**src/rtl/clock_set_pkg.sv**
```systemverilog
// Shared constants for the clock/date set controller: state codes, field
// codes, per-field blink masks and small decode helpers.
package clock_set_pkg;

    localparam int unsigned FIELD_W = 3;
    localparam int unsigned MASK_W  = 6;
    localparam int unsigned TO_W    = 8;

    // FSM state encoding (binary)
    localparam logic [2:0] ST_RUN   = 3'd0;
    localparam logic [2:0] ST_HOUR  = 3'd1;
    localparam logic [2:0] ST_MIN   = 3'd2;
    localparam logic [2:0] ST_DAY   = 3'd3;
    localparam logic [2:0] ST_MONTH = 3'd4;
    localparam logic [2:0] ST_YEAR  = 3'd5;

    // Field codes presented to the timekeeping core
    localparam logic [FIELD_W-1:0] FLD_NONE  = 3'd0;
    localparam logic [FIELD_W-1:0] FLD_HOUR  = 3'd1;
    localparam logic [FIELD_W-1:0] FLD_MIN   = 3'd2;
    localparam logic [FIELD_W-1:0] FLD_DAY   = 3'd3;
    localparam logic [FIELD_W-1:0] FLD_MONTH = 3'd4;
    localparam logic [FIELD_W-1:0] FLD_YEAR  = 3'd5;

    // Digit-pair blink masks; bit0 is the leftmost digit
    localparam logic [MASK_W-1:0] MASK_LEFT  = 6'b000011;
    localparam logic [MASK_W-1:0] MASK_MID   = 6'b001100;
    localparam logic [MASK_W-1:0] MASK_RIGHT = 6'b110000;

    // True for every editing state
    function automatic logic is_set(input logic [2:0] st);
        return (st == ST_HOUR) || (st == ST_MIN) || (st == ST_DAY) ||
               (st == ST_MONTH) || (st == ST_YEAR);
    endfunction

    // Field code shown for a state
    function automatic logic [FIELD_W-1:0] field_of(input logic [2:0] st);
        case (st)
            ST_HOUR:  return FLD_HOUR;
            ST_MIN:   return FLD_MIN;
            ST_DAY:   return FLD_DAY;
            ST_MONTH: return FLD_MONTH;
            ST_YEAR:  return FLD_YEAR;
            default:  return FLD_NONE;
        endcase
    endfunction

    // Digit pair that blinks while a state is being edited
    function automatic logic [MASK_W-1:0] mask_of(input logic [2:0] st);
        case (st)
            ST_HOUR, ST_DAY:  return MASK_LEFT;
            ST_MIN, ST_MONTH: return MASK_MID;
            ST_YEAR:          return MASK_RIGHT;
            default:          return '0;
        endcase
    endfunction

endpackage

```
**src/rtl/btn_debounce.sv**
```systemverilog
// Pushbutton conditioner: 2-flop synchronizer followed by a stability
// counter. 'level' is the debounced button, 'press' a one-clk pulse on its
// rising edge. Raw edge to press latency is 2 + DEBOUNCE_CYC clks.
module btn_debounce #(
    parameter int unsigned DEBOUNCE_CYC = 20000
) (
    input  logic clk,
    input  logic reset,
    input  logic btn_raw,
    output logic level,
    output logic press
);

    localparam int unsigned CNT_W = (DEBOUNCE_CYC > 1) ? $clog2(DEBOUNCE_CYC) : 1;

    logic             r_sync1;
    logic             r_sync2;
    logic             r_level;
    logic             r_press;
    logic [CNT_W-1:0] r_cnt;

    // Synchronize, then accept a new level only after it held for DEBOUNCE_CYC clks
    always_ff @(posedge clk or posedge reset) begin
        if (reset) begin
            r_sync1 <= 1'b0;
            r_sync2 <= 1'b0;
            r_level <= 1'b0;
            r_press <= 1'b0;
            r_cnt   <= '0;
        end else begin
            r_sync1 <= btn_raw;
            r_sync2 <= r_sync1;
            r_press <= 1'b0;
            if (r_sync2 != r_level) begin
                if (r_cnt == CNT_W'(DEBOUNCE_CYC - 1)) begin
                    r_level <= r_sync2;
                    r_press <= r_sync2;
                    r_cnt   <= '0;
                end else begin
                    r_cnt <= r_cnt + CNT_W'(1);
                end
            end else begin
                r_cnt <= '0;
            end
        end
    end

    assign level = r_level;
    assign press = r_press;

endmodule

```
**src/rtl/clock_set_ctrl.sv**
```systemverilog
// Time/date set controller: turns the change/up/down buttons into field
// select, inc/dec and freeze commands for the timekeeping core, and drives
// the blink mask and time/date view select for the display.
// Optional macro CLOCK_SET_AUTO_REPEAT_EN: auto-repeat of a held up/down.
module clock_set_ctrl
    import clock_set_pkg::*;
#(
    parameter int unsigned DEBOUNCE_CYC = 20000,
    parameter int unsigned BLINK_CYC    = 25000,
    parameter int unsigned TIMEOUT_S    = 10
`ifdef CLOCK_SET_AUTO_REPEAT_EN
    ,
    parameter int unsigned RPT_DLY_CYC  = 50000,
    parameter int unsigned RPT_CYC      = 10000
`endif
) (
    input  logic               clk,
    input  logic               reset,
    input  logic               tick_1s,
    input  logic               btn_change,
    input  logic               btn_up,
    input  logic               btn_down,
    output logic [FIELD_W-1:0] field,
    output logic               inc_pulse,
    output logic               dec_pulse,
    output logic               run_en,
    output logic               sec_clear,
    output logic               view_date,
    output logic [MASK_W-1:0]  blink_mask
);

    localparam int unsigned BL_W = (BLINK_CYC > 1) ? $clog2(BLINK_CYC) : 1;

    logic              w_chg_press;
    logic              w_unused_chg_level;
    logic              w_up_press;
    logic              w_up_level;
    logic              w_dn_press;
    logic              w_dn_level;
    logic              w_up_ev;
    logic              w_dn_ev;

    logic [2:0]        r_state;
    logic [2:0]        w_state_nxt;
    logic              w_in_set;
    logic              w_timeout;
    logic              w_up_acc;
    logic              w_dn_acc;
    logic              w_restart;

    logic [TO_W-1:0]   r_to_cnt;
    logic [BL_W-1:0]   r_blink_cnt;
    logic [BL_W-1:0]   w_blink_cnt_nxt;
    logic              r_phase;
    logic              w_phase_nxt;

    logic [FIELD_W-1:0] r_field;
    logic               r_inc;
    logic               r_dec;
    logic               r_run_en;
    logic               r_sec_clear;
    logic               r_view_date;
    logic [MASK_W-1:0]  r_blink_mask;

    btn_debounce #(.DEBOUNCE_CYC(DEBOUNCE_CYC)) u_db_change (
        .clk     (clk),
        .reset   (reset),
        .btn_raw (btn_change),
        .level   (w_unused_chg_level),
        .press   (w_chg_press)
    );

    btn_debounce #(.DEBOUNCE_CYC(DEBOUNCE_CYC)) u_db_up (
        .clk     (clk),
        .reset   (reset),
        .btn_raw (btn_up),
        .level   (w_up_level),
        .press   (w_up_press)
    );

    btn_debounce #(.DEBOUNCE_CYC(DEBOUNCE_CYC)) u_db_down (
        .clk     (clk),
        .reset   (reset),
        .btn_raw (btn_down),
        .level   (w_dn_level),
        .press   (w_dn_press)
    );

    assign w_in_set  = is_set(r_state);
    assign w_timeout = w_in_set && (r_to_cnt >= TO_W'(TIMEOUT_S));

`ifdef CLOCK_SET_AUTO_REPEAT_EN
    localparam int unsigned RPT_MAX = (RPT_DLY_CYC > RPT_CYC) ? RPT_DLY_CYC : RPT_CYC;
    localparam int unsigned RPT_W   = (RPT_MAX > 1) ? $clog2(RPT_MAX) : 1;

    logic [RPT_W-1:0] r_rpt_cnt;
    logic             r_rpt_first;
    logic             w_rpt_hold;
    logic             w_rpt_fire;

    // Exactly one of up/down held in an edit state; a fresh press restarts the delay
    assign w_rpt_hold = w_in_set && (w_up_level ^ w_dn_level) && !w_up_press && !w_dn_press;
    assign w_rpt_fire = w_rpt_hold &&
                        (r_rpt_first ? (r_rpt_cnt == RPT_W'(RPT_DLY_CYC - 1))
                                     : (r_rpt_cnt == RPT_W'(RPT_CYC - 1)));

    // Repeat timer: long first delay, then the shorter repeat interval
    always_ff @(posedge clk or posedge reset) begin
        if (reset) begin
            r_rpt_cnt   <= '0;
            r_rpt_first <= 1'b1;
        end else if (!w_rpt_hold) begin
            r_rpt_cnt   <= '0;
            r_rpt_first <= 1'b1;
        end else if (w_rpt_fire) begin
            r_rpt_cnt   <= '0;
            r_rpt_first <= 1'b0;
        end else begin
            r_rpt_cnt <= r_rpt_cnt + RPT_W'(1);
        end
    end

    assign w_up_ev = w_up_press | (w_rpt_fire & w_up_level);
    assign w_dn_ev = w_dn_press | (w_rpt_fire & w_dn_level);
`else
    logic [1:0] w_unused_lvl;

    assign w_unused_lvl = {w_up_level, w_dn_level};
    assign w_up_ev      = w_up_press;
    assign w_dn_ev      = w_dn_press;
`endif

    // Next state and accepted up/down; change beats up/down and timeout
    always_comb begin
        w_state_nxt = r_state;
        w_up_acc    = 1'b0;
        w_dn_acc    = 1'b0;
        case (r_state)
            ST_RUN:   if (w_chg_press) w_state_nxt = ST_HOUR;
            ST_HOUR:  if (w_chg_press) w_state_nxt = ST_MIN;
                      else if (w_timeout) w_state_nxt = ST_RUN;
            ST_MIN:   if (w_chg_press) w_state_nxt = ST_DAY;
                      else if (w_timeout) w_state_nxt = ST_RUN;
            ST_DAY:   if (w_chg_press) w_state_nxt = ST_MONTH;
                      else if (w_timeout) w_state_nxt = ST_RUN;
            ST_MONTH: if (w_chg_press) w_state_nxt = ST_YEAR;
                      else if (w_timeout) w_state_nxt = ST_RUN;
            ST_YEAR:  if (w_chg_press || w_timeout) w_state_nxt = ST_RUN;
            default:  w_state_nxt = ST_RUN;
        endcase
        if (w_in_set && !w_chg_press && !w_timeout) begin
            w_up_acc = w_up_ev && !w_dn_ev;
            w_dn_acc = w_dn_ev && !w_up_ev;
        end
    end

    // State register
    always_ff @(posedge clk or posedge reset) begin
        if (reset) begin
            r_state <= ST_RUN;
        end else begin
            r_state <= w_state_nxt;
        end
    end

    assign w_restart = !is_set(w_state_nxt) || (w_state_nxt != r_state);

    // Inactivity timer in seconds; any accepted press or state change clears it
    always_ff @(posedge clk or posedge reset) begin
        if (reset) begin
            r_to_cnt <= '0;
        end else if (w_restart || w_up_acc || w_dn_acc) begin
            r_to_cnt <= '0;
        end else if (tick_1s && (r_to_cnt != '1)) begin
            r_to_cnt <= r_to_cnt + TO_W'(1);
        end
    end

    // Blink phase: restarts low on every state change, held low in RUN
    always_comb begin
        w_blink_cnt_nxt = r_blink_cnt + BL_W'(1);
        w_phase_nxt     = r_phase;
        if (w_restart) begin
            w_blink_cnt_nxt = '0;
            w_phase_nxt     = 1'b0;
        end else if (r_blink_cnt == BL_W'(BLINK_CYC - 1)) begin
            w_blink_cnt_nxt = '0;
            w_phase_nxt     = ~r_phase;
        end
    end

    // Blink counter and phase registers
    always_ff @(posedge clk or posedge reset) begin
        if (reset) begin
            r_blink_cnt <= '0;
            r_phase     <= 1'b0;
        end else begin
            r_blink_cnt <= w_blink_cnt_nxt;
            r_phase     <= w_phase_nxt;
        end
    end

    // Registered command and display outputs, aligned with the state register
    always_ff @(posedge clk or posedge reset) begin
        if (reset) begin
            r_field      <= FLD_NONE;
            r_inc        <= 1'b0;
            r_dec        <= 1'b0;
            r_run_en     <= 1'b1;
            r_sec_clear  <= 1'b0;
            r_view_date  <= 1'b0;
            r_blink_mask <= '0;
        end else begin
            r_field      <= field_of(w_state_nxt);
            r_inc        <= w_up_acc;
            r_dec        <= w_dn_acc;
            r_run_en     <= !((w_state_nxt == ST_HOUR) || (w_state_nxt == ST_MIN));
            r_sec_clear  <= (r_state == ST_MIN) && (w_state_nxt != ST_MIN);
            r_view_date  <= (w_state_nxt == ST_DAY) || (w_state_nxt == ST_MONTH) ||
                            (w_state_nxt == ST_YEAR);
            r_blink_mask <= w_phase_nxt ? mask_of(w_state_nxt) : '0;
        end
    end

    assign field      = r_field;
    assign inc_pulse  = r_inc;
    assign dec_pulse  = r_dec;
    assign run_en     = r_run_en;
    assign sec_clear  = r_sec_clear;
    assign view_date  = r_view_date;
    assign blink_mask = r_blink_mask;

endmodule

```
**config.mk**
```make
export PLATFORM = sky130hd
export DESIGN_NAME = clock_set_ctrl
export DESIGN_NICKNAME = d
export VERILOG_FILES = /design/src/rtl/clock_set_pkg.sv /design/src/rtl/btn_debounce.sv /design/src/rtl/clock_set_ctrl.sv
export SDC_FILE = /design/constraint.sdc
export NUM_CORES = 1
export LEC_CHECK = 0
export ABC_AREA = 1
export BUFFER_PORTS_ARGS = -buffer_cell sky130_fd_sc_hd__buf_2
export CAP_MARGIN = 10
export CORE_ASPECT_RATIO = 1.75
export CORE_MARGIN = 1
export CORE_UTILIZATION = 35
export DETAILED_ROUTE_END_ITERATION = 7
export GPL_TIMING_DRIVEN = 0
export PLACE_DENSITY_LB_ADDON = 0.25
export SETUP_SLACK_MARGIN = 0.5
export SLEW_MARGIN = 5
export SYNTH_ARGS = -nofsm -noshare
export SYNTH_HDL_FRONTEND = slang
export SYNTH_SLANG_ARGS = --single-unit
```
**constraint.sdc**
```tcl
create_clock -name clk -period 3.85 [get_ports clk]
set_clock_uncertainty 0.2 [all_clocks]
set_input_delay 0.77 -clock clk [delete_from_list [all_inputs] [get_ports clk]]
set_output_delay 0.77 -clock clk [all_outputs]
set_load 0.01 [all_outputs]
```
==> results of run 1 <==
sequential cells by signal, indices dropped and copies added, names as in the netlist, 3 cells and up:
register and cells:
r_blink_cnt 15, u_db_change.r_cnt 15, u_db_down.r_cnt 15, u_db_up.r_cnt 15, r_to_cnt 8, blink_mask 3
field 3, r_state 3
stage by stage:
step	power, mW	area, um2
6_report	1.93	5320
5_1_grt	2.00	5320
4_1_cts	1.96	5320
3_5_place_dp	1.10	5040
3_3_place_gp	1.09	5000
2_1_floorplan	1.08	4690
worst register-to-register path, stage by stage, from the launching register on:
cell,delay (ps)
sky130_fd_sc_hd__dfrtp_1,420
sky130_fd_sc_hd__inv_1,60
sky130_fd_sc_hd__ha_1,190
sky130_fd_sc_hd__nor2_1,80
sky130_fd_sc_hd__nand2_1,50
sky130_fd_sc_hd__nand2_1,60
sky130_fd_sc_hd__nand2_2,100
sky130_fd_sc_hd__nand2_1,170
sky130_fd_sc_hd__nand2_2,120
sky130_fd_sc_hd__nand2_1,120
sky130_fd_sc_hd__nand2_1,60
sky130_fd_sc_hd__a21oi_1,190
routing by layer:
| layer | track usage, % | up-vias | routed length [um] |
|---|---|---|---|
| li1 | - | 1850 | - |
| met1 | 16.3 | 1751 | 3670 |
| met2 | 27.2 | 66 | 5050 |
| met3 | 3.18 | 17 | 318 |
| met4 | 8.31 | 0 | 295 |
| met5 | 0 | - | 0 |
logic make-up (layout without fill, tap and decap cells):
family | count (synthesis) | after routing
XOR/XNOR | 27 | 27
buffers and inverters | 83 | 120
adder cells (fa/ha/maj) | 6 | 6
flip-flops | 95 | 95
other | 1 | 4
AO/OA/AOI/OAI | 37 | 37
AND/OR/NAND/NOR | 308 | 308
synthesized netlist by cell type, types with 3 or more instances:
cell type,instances,area share (%)
sky130_fd_sc_hd__nor4_1,6,0.80
sky130_fd_sc_hd__or2_2,3,0.40
sky130_fd_sc_hd__nand3_1,40,4.3
sky130_fd_sc_hd__inv_1,77,6.2
sky130_fd_sc_hd__dfrtp_1,94,50
sky130_fd_sc_hd__xor2_1,20,3.7
sky130_fd_sc_hd__nor2_1,97,7.8
sky130_fd_sc_hd__buf_4,4,0.64
sky130_fd_sc_hd__nand4_1,19,2.5
sky130_fd_sc_hd__a21oi_1,20,2.1
sky130_fd_sc_hd__xnor2_1,7,1.3
sky130_fd_sc_hd__nand2_2,3,0.40
sky130_fd_sc_hd__nand2_1,94,7.5
sky130_fd_sc_hd__ha_1,6,1.6
sky130_fd_sc_hd__nor3_1,30,3.2
sky130_fd_sc_hd__o21ai_0,8,0.86
sky130_fd_sc_hd__nor3_2,8,1.7
power by group:
part           leakage [nW]  internal, mW  switching, mW
registers              1.29          1.01        0.00898
clock network         0.135         0.475          0.377
logic                 0.959        0.0167         0.0397
total                  2.39          1.50          0.425
worst max-delay path by stage:
stage,depth (start not counted),slack (ps),end,start
after floorplan,1,1760,blink_mask[1],reset
after global placement,2,1100,blink_mask[1],reset
after detailed placement,11,1950,run_en,r_to_cnt[0]
after CTS,2,1890,blink_mask[5],blink_mask[4]
after global routing,11,1740,run_en,r_to_cnt[0]
final,2,1910,blink_mask[5],blink_mask[4]
area by class of cell:
class                      count  area share [%]
timing repair buffer          21            2.54
sequential                    95            44.7
clock inverter                 4           0.541
clock buffer                  12            4.82
tap                          171            4.02
inverter                      79            5.64
multi-input combinational    382            37.2
buffer                         4           0.564
==> reports/qor.tcl, run 1 <==
set qor(outcome) {completed}
set qor(fp.dieW_um) 89.4
set qor(critPathTopFamily) {flip-flops}
set qor(die_height_um) 155
set qor(portBuffers) 19
set qor(hold_path_start) {u_db_change.r_sync1}
set qor(synthesis.yosys.warnings) 0
set qor(multi_input_area_mm2) 0.00198
set qor(ioPinCount) 20
set qor(maxSlewHeadroom_pct) 50.8
set qor(post-route-worst-setup-slack_ps) 1910
set qor(worstMarginPinSlew_ps) 736
set qor(setup.reg_to_reg.worst_slack_ps) 1940
set qor(place_hpwl_um) 6910
set qor(buffers_and_inverters_on_the_worst_path) 2
set qor(worst_skew_pair.late_latency_ps) 340
set qor(worstSetupPathType) {flop to output pin}
set qor(final_period_minus_worst_setup_slack_ps) 1940
set qor(drt_wl_total_um) 9330
set qor(max_freq_ghz) 0.515
set qor(design.die.area_mm2) 0.0138
set qor(global_route.overflow_total) 0
set qor(nFillCells) 1262
set qor(setup_repair_after_global_routing_missed_its_margin) {no}
set qor(tritoncts_clock_tree) {done}
set qor(synthesis.instances) 557
set qor(netlist-cell-type-count) 33
set qor(cts.htree.levels) 3
set qor(synth_area_mm2) 0.00467
set qor(detailedRoute.firstPassIterationCount) 4
set qor(post_synthesis_async_set_or_reset_flop_share_pct) 100
set qor(clk_pin_slew_ps) 60
set qor(cell_total_after_placement) 752
set qor(gp_routability_congestion) 0.870
set qor(grt_pass1_wl_um) 16400
set qor(yosysSeqAreaShare_pct) 50.9
set qor(cts-root-to-sink-buffers) 2
set qor(ctsHoldBuffers) 0
set qor(area_growth_syn_to_layout_pct) 13.9
set qor(sink_count) 95
set qor(worst_setup_path_end_kind) {output pin}
set qor(fin_tns_setup_ps) 0
set qor(cts.repair.resized) 0
set qor(remaining_drc_errors) 0
set qor(worst-endpoint-arrival_ps) 970
set qor(detail_route.vias_per_cell) 4.80
set qor(yosys_register_bits) 95
set qor(min_delay_worst_endpoint) {u_db_change.r_sync2}
set qor(critical_path_slowest_stage_cell) {sky130_fd_sc_hd__dfrtp_1}
set qor(core_region_area_mm2) 0.0130
set qor(hold-path-cell-count) 0
set qor(crit_path_cell_trace) {buf_4, buf_2}
set qor(dominantRegCellSynth) {sky130_fd_sc_hd__dfrtp_1}
set qor(post_synth_adder_cell_area_pct) 1.61
set qor(number_of_drc_markers_in_iteration_0) 168
set qor(setup_violations) 0
set qor(first_global_vias) 3831
set qor(timing_max_transition_violations_final) 0
set qor(ctsRootBufferMaster) {sky130_fd_sc_hd__clkbuf_16}
set qor(timing.rr.start) {r_to_cnt[0]}
set qor(combinational_family_with_the_most_area_after_synthesis) {simple AND/OR/NAND/NOR gates}
set qor(crit_path_max_incr_delay_ps) 380
set qor(fin_hold_ws_ps) 148
set qor(finalNetCount) 604
set qor(finish.utilization_pct) 40.9
set qor(register_area_mm2) 0.00238
set qor(critPathMaxFanout) 2
set qor(ratio_of_cells_with_drive_above_1_in_the_final_layout_pct) 11.6
set qor(grt_start_max_net_pins) 41
set qor(cts_inserted_buffers) 9
set qor(synthMuxAreaShare_pct) 0
set qor(dp_slack_ps) 1950
set qor(insertedDiodeCount) 0
set qor(mostFrequentLayoutCell) {sky130_fd_sc_hd__nor2_1}
set qor(critical_path.reg2reg.endpoint) {run_en}
set qor(worst-endpoint-required_ps) 2880
set qor(instances_no_fill) 768
set qor(layout_worst_path_cycle_share_pct) 50.4
set qor(worst_min_delay_path_category) {flop to flop}
set qor(antenna_found_initial) 0
set qor(setup.worst_path.start_class) {flop}
set qor(syn_avg_cell_area_um2) 8.39
set qor(synth-edff-count) 0
set qor(synth_xor_area_share_pct) 5.06
set qor(yosys.area_share.simple_pct) 30.6
set qor(report.final.hold_viol_count) 0
set qor(power_per_cell_area_mw_per_mm2) 362
set qor(grt_util_all_layers_pct) 15.3
set qor(final_ant_viol_nets) 0
set qor(ir_worst_vdd_uv) 220
set qor(postCtsSetupRepairBufs) 0
set qor(cellLeakagePower_nw) 2.39
set qor(vias) 3684
set qor(reported_max_cap_violation_count) 0
set qor(synth_compound_area_share_pct) 4.79
set qor(start_util_pct) 35.9
set qor(fp-row-count) 55
set qor(detail_route.wl_per_cell_um) 12.2
set qor(worst_r2r_path_depth) 11
set qor(layout.cells.most_common_list) {sky130_fd_sc_hd__nor2_1, sky130_fd_sc_hd__nand2_1, sky130_fd_sc_hd__dfrtp_1, sky130_fd_sc_hd__inv_1, sky130_fd_sc_hd__nand3_1}
(Power assumes the default switching activity.)
==> run 2, diff against run 1 <==
ABC_AREA = 0   (was 1)
clock period = 1.7 ns   (was 3.85 ns; I/O delays follow)
==> run 2 against run 1 <==
The flow now finishes with violations (hold timing, setup timing). Register-to-register slack worse by 2100 ps. Sequential power is 130% higher. Flip-flop and latch count stayed put. Die area is 7.9% lower. Non-clock buffer count is 77 higher. Worst hold slack worse by 260 ps. Critical path depth is 5 higher. First-iteration DRC count is 43% lower. Wire length is 5.5% higher.
==> reports/qor.tcl, run 2 <==
set qor(outcome) {complete, but fails checks}
set qor(failed_checks) {hold timing, setup timing}
set qor(cellLeakagePower_nw) 2.57 ;# +7.5%
set qor(critPathTopFamily) {simple AND/OR/NAND/NOR gates}
set qor(power_per_cell_area_mw_per_mm2) 728 ;# +100%
set qor(worst_skew_pair.late_latency_ps) 340 ;# about the same
set qor(worst_setup_path_end_kind) {flop}
set qor(tritoncts_clock_tree) {done}
set qor(grt_pass1_wl_um) 16500 ;# +0.34%
set qor(layout.cell_area.non_filler_mm2) 0.00646 ;# +21%
set qor(dp_slack_ps) -438 ;# -2380 ps
set qor(portBuffers) 19 ;# unchanged
set qor(ctsHoldBuffers) 3 ;# +3
set qor(layout.cells.most_common_list) {sky130_fd_sc_hd__dfrtp_1, sky130_fd_sc_hd__buf_4, sky130_fd_sc_hd__xnor2_1, sky130_fd_sc_hd__buf_6}
set qor(cts_inserted_buffers) 9 ;# unchanged
set qor(global_route.overflow_total) 0 ;# unchanged
set qor(synthesis.instances) 412 ;# -26%
set qor(sink_count) 95 ;# unchanged
set qor(share_seq_of_total_power_pct) 49.4 ;# -3.5 points
set qor(vias) 3398 ;# -7.8%
set qor(power_switching_mw) 1.05 ;# +150%
set qor(worst-endpoint-required_ps) 1710 ;# -1170 ps
set qor(critPathMaxFanout) 3 ;# +1
set qor(critPathMostFrequentCell) {sky130_fd_sc_hd__buf_6}
set qor(reported_max_cap_violation_count) 0 ;# unchanged
set qor(synthTopCellsByCount) {sky130_fd_sc_hd__dfrtp_1, sky130_fd_sc_hd__nor2_1, sky130_fd_sc_hd__xnor2_1, sky130_fd_sc_hd__nand3_1, sky130_fd_sc_hd__nand4_1}
set qor(crit_path_max_incr_delay_ps) 560 ;# +180 ps
set qor(ir_worst_vdd_uv) 505 ;# +130%
set qor(crit_path_cell_trace) {or4_4, nor3_4, buf_4, buf_6, buf_6, buf_6, nor3_2}
set qor(max_freq_ghz) 0.532
set qor(post_synthesis_async_set_or_reset_flop_share_pct) 100 ;# unchanged
set qor(fin_hold_ws_ps) -109 ;# -257 ps
set qor(yosysSeqAreaShare_pct) 55.3 ;# +4.5 points
set qor(switch_share_pct) 22.3 ;# +0.25 points
set qor(first_global_vias) 3630 ;# -5.2%
set qor(dominantRegCellSynth) {sky130_fd_sc_hd__dfrtp_1}
set qor(detail_route.wl_per_cell_um) 14.3 ;# +18%
set qor(setup_violations) 43 ;# +43
set qor(power.clock.fraction_pct) 44.7 ;# +0.5 points
set qor(remaining_drc_errors) 0 ;# unchanged
set qor(core_region_area_mm2) 0.0120 ;# -7.7%
set qor(design.die.area_mm2) 0.0127 ;# -7.9%
set qor(grt_start_max_net_pins) 38 ;# -7.3%
set qor(setup.worst_path.start_class) {flop}
set qor(worstMarginPinSlew_ps) 674 ;# -62.3 ps
set qor(area_fraction_of_the_dominant_cell_type_after_synthesis_pct) 54.7 ;# +4.4 points
set qor(synth_top_cell_by_area) {sky130_fd_sc_hd__dfrtp_1}
set qor(ratio_of_cells_with_drive_above_1_in_the_final_layout_pct) 48.0 ;# +36 points
set qor(start_util_pct) 35.8 ;# -0.13 points
set qor(cts.htree.levels) 3 ;# unchanged
set qor(power_frac_comb_pct) 5.9 ;# +3.0 points
set qor(gp_routability_congestion) 0.782 ;# -10%
set qor(report.final.hold_viol_count) 27 ;# +27
set qor(die_height_um) 149 ;# -4.1%
set qor(synth_most_common_cell) {sky130_fd_sc_hd__dfrtp_1}
set qor(buffers_and_inverters_on_the_worst_path) 4 ;# +2
set qor(maxSlewHeadroom_pct) 55.0 ;# +4.2 points
set qor(final_ant_viol_nets) 0 ;# unchanged
set qor(detailedRoute.firstPassIterationCount) 5 ;# +1
set qor(syn_avg_cell_area_um2) 10.4 ;# +24%
set qor(synth_area_mm2) 0.00430 ;# -8.1%
set qor(mostFrequentLayoutCell) {sky130_fd_sc_hd__dfrtp_1}
set qor(cts-root-to-sink-buffers) 2 ;# unchanged
set qor(finalNetCount) 530 ;# -12%
set qor(worst_min_delay_path_category) {input pin to asynchronous set/reset pin}
set qor(drt_wl_total_um) 9850 ;# +5.5%
set qor(worst-endpoint-arrival_ps) 1890 ;# +920 ps
set qor(netlist-cell-type-count) 44 ;# +33%
set qor(grt_util_all_layers_pct) 16.5 ;# +1.3 points
set qor(nFillCells) 1011 ;# -20%
set qor(fp.dieW_um) 85.8 ;# -4.0%
set qor(clk_pin_slew_ps) 70 ;# about the same
set qor(final_period_minus_worst_setup_slack_ps) 1880
set qor(ctsRootBufferMaster) {sky130_fd_sc_hd__clkbuf_16}
set qor(place_hpwl_um) 5570 ;# -19%
set qor(area_growth_syn_to_layout_pct) 50.4
set qor(synth-edff-count) 0 ;# unchanged
set qor(ioPinCount) 20 ;# unchanged
set qor(setup_repair_after_global_routing_missed_its_margin) {yes}
set qor(worstSetupPathType) {flop to flop}
set qor(antenna_found_initial) 0 ;# unchanged
set qor(insertedDiodeCount) 0 ;# unchanged
set qor(timing_max_transition_violations_final) 0 ;# unchanged
set qor(synthesis.yosys.warnings) 0 ;# unchanged
set qor(number_of_drc_markers_in_iteration_0) 96 ;# -43%
set qor(placed_cell_area_mm2) 0.00473 ;# -6.0%
set qor(detail_route.vias_per_cell) 4.94 ;# +3.0%
set qor(yosys_register_bits) 95 ;# unchanged
set qor(post-route-worst-setup-slack_ps) -180 ;# -2090 ps
set qor(p_int_mw) 3.66 ;# +140%
set qor(fp-row-count) 53 ;# -3.6%
set qor(critical_path_slowest_stage_cell) {sky130_fd_sc_hd__or4_4}
set qor(synthTopCellsByArea) {sky130_fd_sc_hd__dfrtp_1, sky130_fd_sc_hd__xnor2_1, sky130_fd_sc_hd__nor2_1}
set qor(layout_worst_path_cycle_share_pct) 111
-- run 2: changes by cell type after synthesis, moves of 8 or more --
cell / previous run / this run
sky130_fd_sc_hd__nor3_1: 30 / 17
sky130_fd_sc_hd__nand2_1: 94 / 18
sky130_fd_sc_hd__a21oi_1: 20 / 10
sky130_fd_sc_hd__nor3_2: 8 / 0
sky130_fd_sc_hd__nand3_1: 40 / 22
sky130_fd_sc_hd__inv_1: 77 / 15
sky130_fd_sc_hd__nor2_1: 97 / 71
sky130_fd_sc_hd__xnor2_1: 7 / 37
-- run 2: stage by stage --
step | instances | setup TNS (ps) | util, % | total power, mW
2_1_floorplan | 415 | -2290 | - | 2.45
4_1_cts | 672 | -5510 | 50.3 | 4.74
6_report | 688 | -4770 | 53.8 | 4.71
5_1_grt | 688 | -8660 | 53.8 | 4.91
3_3_place_gp | 599 | -67870 | 39.1 | 2.49
3_5_place_dp | 601 | -15540 | 39.4 | 2.51
-- run 2: final timing paths --
kind                                           from  cells after the start  slack (ps)                    end
worst min-delay path                          reset                      2        -110  u_db_change.r_cnt[10]
max in group asynchronous                     reset                      3         780                 run_en
worst max-delay path                    r_to_cnt[4]                      7        -180              sec_clear
worst max register to register          r_to_cnt[4]                      7        -180              sec_clear
worst min register to register  u_db_change.r_sync1                      0         150    u_db_change.r_sync2
min in group clk                u_db_change.r_sync1                      0         150    u_db_change.r_sync2
-- run 2: metal layers --
metal  track usage (%)  part of all wire (%)
met1              17.3                    39
met2              30.2                    57
met3              3.55                   1.9
met4              9.08                   2.4
met5                 0                     0
-- run 2: what timing repair did --
item / CTS / global route
gates cloned: 4 / 0
hold endpoints to repair: 30 / 27
buffers inserted: 48 / 16
pin swaps: 40 / 29
gates resized for setup: 128 / 79
setup endpoints to repair: 99 / 99
-- run 2: logic make-up (layout without fill, tap and decap cells) --
group	after synthesis	count (layout)	synth area share, %
AOI/OAI and AO/OA	26	26	3.61
adders and majority gates	6	6	1.75
buffers and inverters	25	133	2.62
xor gates and xnor gates	56	56	11.4
DFF	95	95	55.3
muxes	4	4	1.02
and+or+nand+nor	199	199	24.2
other	1	4	0.0873
-- run 2: final cells by class --
type                    instances  area, um2  share of cell area [%]
multi-input cells             295       2550                    39.5
flip-flops and latches         95       2400                    37.1
repair buffers                 92        822                    12.7
clock buffers                  11        253                    3.91
well taps                     165        206                    3.19
plain buffers                  10        109                    1.68
clock inverters                 5       63.8                   0.987
inverters                      15       60.1                   0.929
-- run 2: power groups by stage --
stage               combinational (mW)  sequential (mW)  clock (mW)
floorplan                        0.101             2.35           0
global placement                 0.133             2.36           0
detailed placement               0.148             2.36           0
CTS                              0.240             2.32        2.18
global route                     0.305             2.32        2.28
finish                           0.278             2.32        2.11
